### src/rtl/bin_to_bcd_seq.sv
// Sequential double-dabble binary-to-BCD converter: one shift per cycle, WIDTH shifts per conversion.
// Optional seven-segment outputs are enabled by defining BCD_SEVSEG_OUT_EN.
module bin_to_bcd_seq #(
    parameter int WIDTH  = 16,
    parameter int DIGITS = 5
) (
    input  logic                  clk,
    input  logic                  reset,
    input  logic                  start,
    input  logic [WIDTH-1:0]      bin,
    output logic                  ready,
    output logic                  busy,
    output logic                  done,
    output logic [4*DIGITS-1:0]   bcd,
    output logic                  overflow
`ifdef BCD_SEVSEG_OUT_EN
    ,
    output logic [7*DIGITS-1:0]   seg
`endif
);

    localparam int BW    = 4 * DIGITS;
    localparam int CNT_W = $clog2(WIDTH + 1);

    typedef enum logic [1:0] {IDLE, SHIFT, DONE} state_t;

    state_t             state_q, state_d;
    logic [BW-1:0]      scr_q, scr_d;
    logic [WIDTH-1:0]   sh_q, sh_d;
    logic [CNT_W-1:0]   cnt_q, cnt_d;
    logic               ovs_q, ovs_d;
    logic [BW-1:0]      bcd_q, bcd_d;
    logic               ovf_q, ovf_d;

    logic [BW-1:0]      adj;
    logic [BW-1:0]      scr_shifted;
    logic               carry_out;
    logic               last_shift;

    // Add 3 to each digit >= 5; digits are independent 4-bit adds with no carry between them.
    function automatic logic [BW-1:0] dabble_adjust(input logic [BW-1:0] s);
        logic [BW-1:0] r;
        r = s;
        for (int k = 0; k < DIGITS; k++) begin
            if (s[4*k +: 4] >= 4'd5) begin
                r[4*k +: 4] = s[4*k +: 4] + 4'd3;
            end
        end
        return r;
    endfunction

    assign adj         = dabble_adjust(scr_q);
    assign scr_shifted = {adj[BW-2:0], sh_q[WIDTH-1]};
    assign carry_out   = adj[BW-1];
    assign last_shift  = (cnt_q == CNT_W'(1));

    always_ff @(posedge clk or posedge reset) begin
        if (reset) begin
            state_q <= IDLE;
            scr_q   <= '0;
            sh_q    <= '0;
            cnt_q   <= '0;
            ovs_q   <= 1'b0;
            bcd_q   <= '0;
            ovf_q   <= 1'b0;
        end else begin
            state_q <= state_d;
            scr_q   <= scr_d;
            sh_q    <= sh_d;
            cnt_q   <= cnt_d;
            ovs_q   <= ovs_d;
            bcd_q   <= bcd_d;
            ovf_q   <= ovf_d;
        end
    end

    always_comb begin
        state_d = state_q;
        case (state_q)
            IDLE:    if (start) state_d = SHIFT;
            SHIFT:   if (last_shift) state_d = DONE;
            DONE:    state_d = IDLE;
            default: state_d = IDLE;
        endcase
    end

    // The final shift result goes straight into bcd/overflow on the DONE-entry edge.
    always_comb begin
        scr_d = scr_q;
        sh_d  = sh_q;
        cnt_d = cnt_q;
        ovs_d = ovs_q;
        bcd_d = bcd_q;
        ovf_d = ovf_q;
        case (state_q)
            IDLE: begin
                if (start) begin
                    sh_d  = bin;
                    scr_d = '0;
                    ovs_d = 1'b0;
                    cnt_d = CNT_W'(WIDTH);
                end
            end
            SHIFT: begin
                scr_d = scr_shifted;
                sh_d  = {sh_q[WIDTH-2:0], 1'b0};
                ovs_d = ovs_q | carry_out;
                cnt_d = cnt_q - CNT_W'(1);
                if (last_shift) begin
                    bcd_d = scr_shifted;
                    ovf_d = ovs_q | carry_out;
                end
            end
            default: ;
        endcase
    end

    always_comb begin
        ready = (state_q == IDLE);
        busy  = ~ready;
        done  = (state_q == DONE);
    end

    assign bcd      = bcd_q;
    assign overflow = ovf_q;

`ifdef BCD_SEVSEG_OUT_EN
    // Active-low segments, bit 6 = g ... bit 0 = a; non-decimal digits blank.
    function automatic logic [6:0] seg_decode(input logic [3:0] d);
        case (d)
            4'd0:    return 7'b1000000;
            4'd1:    return 7'b1111001;
            4'd2:    return 7'b0100100;
            4'd3:    return 7'b0110000;
            4'd4:    return 7'b0011001;
            4'd5:    return 7'b0010010;
            4'd6:    return 7'b0000010;
            4'd7:    return 7'b1111000;
            4'd8:    return 7'b0000000;
            4'd9:    return 7'b0010000;
            default: return 7'b1111111;
        endcase
    endfunction

    for (genvar k = 0; k < DIGITS; k++) begin : g_seg
        assign seg[7*k +: 7] = seg_decode(bcd_q[4*k +: 4]);
    end
`endif

endmodule

### config.mk
export PLATFORM = sky130hd
export DESIGN_NAME = bin_to_bcd_seq
export DESIGN_NICKNAME = d
export VERILOG_FILES = /design/src/rtl/bin_to_bcd_seq.sv
export SDC_FILE = /design/constraint.sdc
export NUM_CORES = 1
export LEC_CHECK = 0
export ABC_CLOCK_PERIOD_IN_PS = 2250
export BUFFER_PORTS_ARGS = -buffer_cell sky130_fd_sc_hd__buf_4
export CAP_MARGIN = 40
export CORE_MARGIN = 8
export CORE_UTILIZATION = 30
export DETAILED_ROUTE_END_ITERATION = 8
export HOLD_SLACK_MARGIN = 0.05
export SLEW_MARGIN = 10
export SYNTH_ARGS = -nofsm -noshare
export SYNTH_HDL_FRONTEND = slang
export SYNTH_SLANG_ARGS = --single-unit
### constraint.sdc
create_clock -name clk -period 2.25 [get_ports clk]
set_input_delay 0.3375 -clock clk [delete_from_list [all_inputs] [get_ports clk]]
set_output_delay 0.3375 -clock clk [all_outputs]
set_load 0.1 [all_outputs]
Word level (Yosys, flattened, before mapping)
Index checks and enable logic that the tools add are counted.
Widths: inputs -> output; s select.
Cells by class
  add/subtract/negate cells: 6
  multiply operators: 0
  div/mod/pow operators: 0
  order comparisons: 5
  eq/ne operators: 5
  shift operators: 0
  mux-type cells: 16
  bitwise operators: 2
  reductions and logical operators: 5
Operator list (count)
  $pmux 20 s2: 1
  $pmux 16 s2: 1
  $add 4x2->4 const B: 5
  $ge 4x3->1 const B: 5
  $mux 20: 1
  $mux 4: 5
  $mux 16: 1
  $pmux 5 s2: 1
  $reduce_and 2->1: 3
  $eq 5x1->1 const B: 1
  $mux 5: 1
  $sub 5x1->5 const B: 1
  $mux 2: 2
  $ne 2x2->1 const B: 2
  $pmux 2 s2: 1
  $eq 2x1->1 const B: 1
  $eq 2x2->1 const B: 1
  $logic_not 2->1: 1
  $pmux 1 s2: 1
  $reduce_bool 2->1: 1
  $mux 1: 1
  $not 1->1: 1
  $or 1x1->1: 1
Word-level totals
  register bits after elaboration: 65
  bits in latches: 0
  memory bits (writable): 0
  bits in read-only memories: 0
  input port bits: 19
  output and inout bits: 24
  logic and storage cells: 46
  memories kept: 0

Logic depth before layout (Yosys ltp)
  depth after elaboration: 4
  depth in mapped cells: 7
  depth with buffers taken out: 7

Worst setup path after synthesis
No wires, ideal clock.
  path type: register -> output
  start: register state_q[1]
  end: output port busy
  data arrival time: 2.823 ns
  data required time: 1.913 ns
  slack: -0.911 ns
  stages on the path, launching flop included: 4
  path buffers: 1
  cell sequence: dfrtp_1 > buf_6 > nor2_1 > inv_1
On the way
  word-level cells in the longest chain between the ends: 2
RTL lines
  from (decl): RTL line 27  | state_t state_q, state_d;
  from (signal assigned): RTL line 67  | state_q <= state_d;
  $logic_not 2->1: RTL line 119  | ready = (state_q == IDLE);
  net ready: RTL line 11  | output logic ready,
  $not 1->1: RTL line 120  | busy = ~ready;
  to (decl): RTL line 12  | output logic busy,
The timed path passes the listed nets, and every way through them passes these cells.

Final worst setup path
  start: register state_q[1]
  end: output port done
On the way
  word-level cells in the longest chain between the ends: 1
RTL lines
  $eq 2x2->1: RTL line 121  | done = (state_q == DONE);
  to (decl): RTL line 13  | output logic done,
No other way between the ends.

==> results_tabular.tex <==
\begin{tabular}{lr}
\hline
Metric & Value \\
\hline
\multicolumn{2}{l}{\textbf{Layout}} \\
\quad Final net count & 414 \\
\quad Commonest non-fill, non-tap cell in the layout & dfrtp\_1 \\
\quad Ratio of cells with drive above 1 in the final layout & 20.62\% \\
\quad Final non-filler cell total & 524 \\
\quad Commonest cells after routing, fill and taps aside & dfrtp\_1 (65), nand2\_1 (58), buf\_4 (51) \\
\quad Area growth from synthesis to layout & 22.41\% \\
\quad Design area & 3895 µm² \\
\quad Total of fill cells in the finished design & 1033 \\
\quad Diodes inserted & 0 \\
\multicolumn{2}{l}{\textbf{Clock network}} \\
\quad Htree depth & 3 \\
\quad Post-cts hold buffer count & 0 \\
\quad CTS root buf & clkbuf\_8 \\
\quad Number of buffers created by CTS & 9 \\
\quad Clock buffer depth & 2 \\
\quad Register clock-pin slew on the reported worst setup and hold paths & 0.07 ns \\
\quad TritonCTS clock tree & done \\
\quad Number of sinks handled by clock tree synthesis & 65 \\
\quad Clk\_lat worst skew & 0.34 ns \\
\quad Post-CTS Repair Setup Buffers & 0 \\
\quad Number of cells upsized or downsized after cts & 0 \\
\multicolumn{2}{l}{\textbf{Synthesis}} \\
\quad Warnings, synthesis & 0 \\
\quad Top post-synthesis cells by area & dfrtp\_1 (51\%), nand2\_1 (6.8\%), o21ai\_0 (6.6\%) \\
\quad Post-Syn Area & 3182 µm² \\
\quad Top flip-flop cell by instance count after synthesis & dfrtp\_1 \\
\quad Net count after synthesis & 369 \\
\quad Cell accounting for the most synthesized area & dfrtp\_1 \\
\quad Yosys cell types & 32 \\
\quad Count of flip-flops with a built-in enable after synthesis & 0 \\
\quad Number of flip-flops and latches in the synthesized netlist & 65 \\
\quad Fraction of registers with async set or reset after synthesis & 100.0\% \\
\quad Per-instance average area after synthesis & 9.414 µm² \\
\quad Sequential area share after synthesis & 51.12\% \\
\quad Post-synthesis cell count & 338 \\
\quad Fraction of synthesized cell area taken by the top area cell type & 51.12\% \\
\multicolumn{2}{l}{\textbf{Global routing}} \\
\quad Number of global-route vias before repair & 2493 \\
\quad Grt total ovfl & 0 \\
\quad Number of antenna violations at the first check in global routing & 0 \\
\quad Pin count of the biggest net entering global routing & 66 \\
\quad Wire length of the first global-routing pass & 12050 µm \\
\quad Total Routing Usage GR & 10.33\% \\
\multicolumn{2}{l}{\textbf{Place}} \\
\quad DP Area & 3666 µm² \\
\quad Placed wire-length estimate after detailed placement & 4968 µm \\
\quad Total of buffers placed on input and output ports & 42 \\
\quad Final weighted congestion in routability-driven placement & 0.7914 \\
\quad Total placed cells including tap cells & 508 \\
\multicolumn{2}{l}{\textbf{Worst setup path}} \\
\quad Capturing element type of the critical path & primary output \\
\quad Crit path largest cell delay & 0.41 ns \\
\quad Buffer and inverter count on the worst path & 2 \\
\quad CP dominant cell by count & buf\_4 \\
\quad Max FO, Critical Path & 16 \\
\quad Flop2flop setup slack & 0.55 ns \\
\quad Slowest library cell on the worst path & dfrtp\_1 \\
\quad Critical-path cell list & buf\_4 -> nor2b\_2 -> buf\_4 \\
\quad Largest delay contributor family on the critical path & buffers and inverters \\
\quad Required time reported for the critical path endpoint & 1.91 ns \\
\quad Crit path arrival time & 1.42 ns \\
\quad Worst reg2reg path depth & 6 \\
\quad Launching element type of the critical path & flip-flop \\
\quad Critical path type & reg -> out \\
\quad Count of cell instances traversed by the critical path & 3 \\
\quad Startpoint of the worst-slack reg-to-reg timing path & scr\_q[0] \\
\quad Reg2reg end & scr\_q[2] \\
\multicolumn{2}{l}{\textbf{Timing}} \\
\quad Number of failing setup endpoints in the final timing report & 0 \\
\quad Worst slew margin relative to its limit & 68.58\% \\
\quad Highest clock rate & 0.5691 GHz \\
\quad Slew of the pin with the lowest slew margin & 0.4713 ns \\
\quad Min Hold Slack & 0.07323 ns \\
\quad Final TNS setup & 0 ns \\
\quad Post-layout minimum cycle time & 1.757 ns \\
\quad Clock tree skew after final layout & 0.009675 ns \\
\quad RSZ-0062 raised after global routing & false \\
\quad Slew Limit Fails & 0 \\
\quad Share of the clock period used by the worst path after layout & 78.09\% \\
\quad Fin. Hold Viols & 0 \\
\multicolumn{2}{l}{\textbf{Die}} \\
\quad Die boundary width & 119.0 µm \\
\quad Overall die height & 119.0 µm \\
\quad Initial Util & 30.82\% \\
\quad IO Count & 43 \\
\quad Die area & 14160 µm² \\
\quad Row cnt & 37 \\
\quad Floorplan Core Area & 10320 µm² \\
\multicolumn{2}{l}{\textbf{Run status}} \\
\quad Result of the run & finished clean \\
\multicolumn{2}{l}{\textbf{Route}} \\
\quad Routed WL per cell & 13.36 µm \\
\quad Number of iterations in the first detailed-routing pass & 4 \\
\quad DRT iter0 DRCs & 71 \\
\quad DR vias/cell & 4.760 \\
\quad Routed wire length & 7002 µm \\
\quad Remaining antenna violation count & 0 \\
\quad Via total after detailed routing & 2494 \\
\quad Number of design rule violations left after detail routing & 0 \\
\multicolumn{2}{l}{\textbf{Job}} \\
\quad Max-cap viol count & 0 \\
\multicolumn{2}{l}{\textbf{Worst hold path}} \\
\quad Worst hold path type & in -> async \\
\hline
\end{tabular}
synthesized netlist by cell type (all sizes together), types with 7 or more instances:
cell type,instances
a22oi,14
nor3b,10
buf,11
nor2b,16
o21ai,64
nor2,7
inv,15
a21oi,31
ha,12
nand2,58
dfrtp,65
clkbuf,7
cell type report:
class	instances	area, µm²	share of cell area, %
flip-flops and latches	65	1627	41.76
multi-input cells	240	1410	36.20
repair buffers	52	402.9	10.34
well taps	136	170.2	4.369
clock buffers	11	151.4	3.887
clock inverters	5	77.57	1.992
inverters	15	56.30	1.446
through the flow:
step	utilization [%]	setup WS [ns]
floorplan	-	0.2860
global placement	35.51	0.6169
detailed placement	35.51	0.5522
CTS	37.73	0.4698
global route	37.73	0.3621
finish	37.73	0.4930
sequential cells by signal, summed over array words and instances (netlist names):
register / flops
bcd: 20
cnt_q: 5
overflow: 1
ovs_q: 1
scr_q: 20
sh_q: 16
state_q: 2
how the worst max path moves through the flow:
| stage | start | endpoint | slack (ns) |
|---|---|---|---|
| after floorplan | reset | bcd[0] | 0.29 |
| after CTS | state_q[1] | ready | 0.47 |
| after global routing | scr_q[0] | scr_q[2] | 0.36 |
| final | state_q[1] | done | 0.49 |
| after detailed placement | scr_q[0] | scr_q[2] | 0.55 |
| after global placement | scr_q[0] | scr_q[2] | 0.62 |
metal layers:
layer / vias to the layer above / share of wire (%) / wire, µm / GRT usage, %
met5: - / 0 / 0 / 0
met4: 0 / 1.9 / 133 / 4.506
met3: 10 / 4.3 / 298 / 2.787
met2: 45 / 46 / 3195 / 15.56
met1: 1188 / 48 / 3375 / 13.61
li1: 1251 / - / - / -
logic make-up (layout without fill, tap and decap cells):
group	count (synthesis)	count (layout)	synth area share, %
xor+xnor	5	5	1.376
buf+inv	33	83	4.876
simple gates	104	104	16.36
compound gates	113	113	19.47
mux	6	6	2.084
flops	65	65	51.12
fa+ha+maj	12	12	4.719
worst min-delay path: cells and delay by family:
family                 cells  cell delay, ns
buffers and inverters      3            0.47
Power is left out: the tool's default activity adds up to more than one toggle a clock period on the data nets, which glitch-free logic cannot reach.
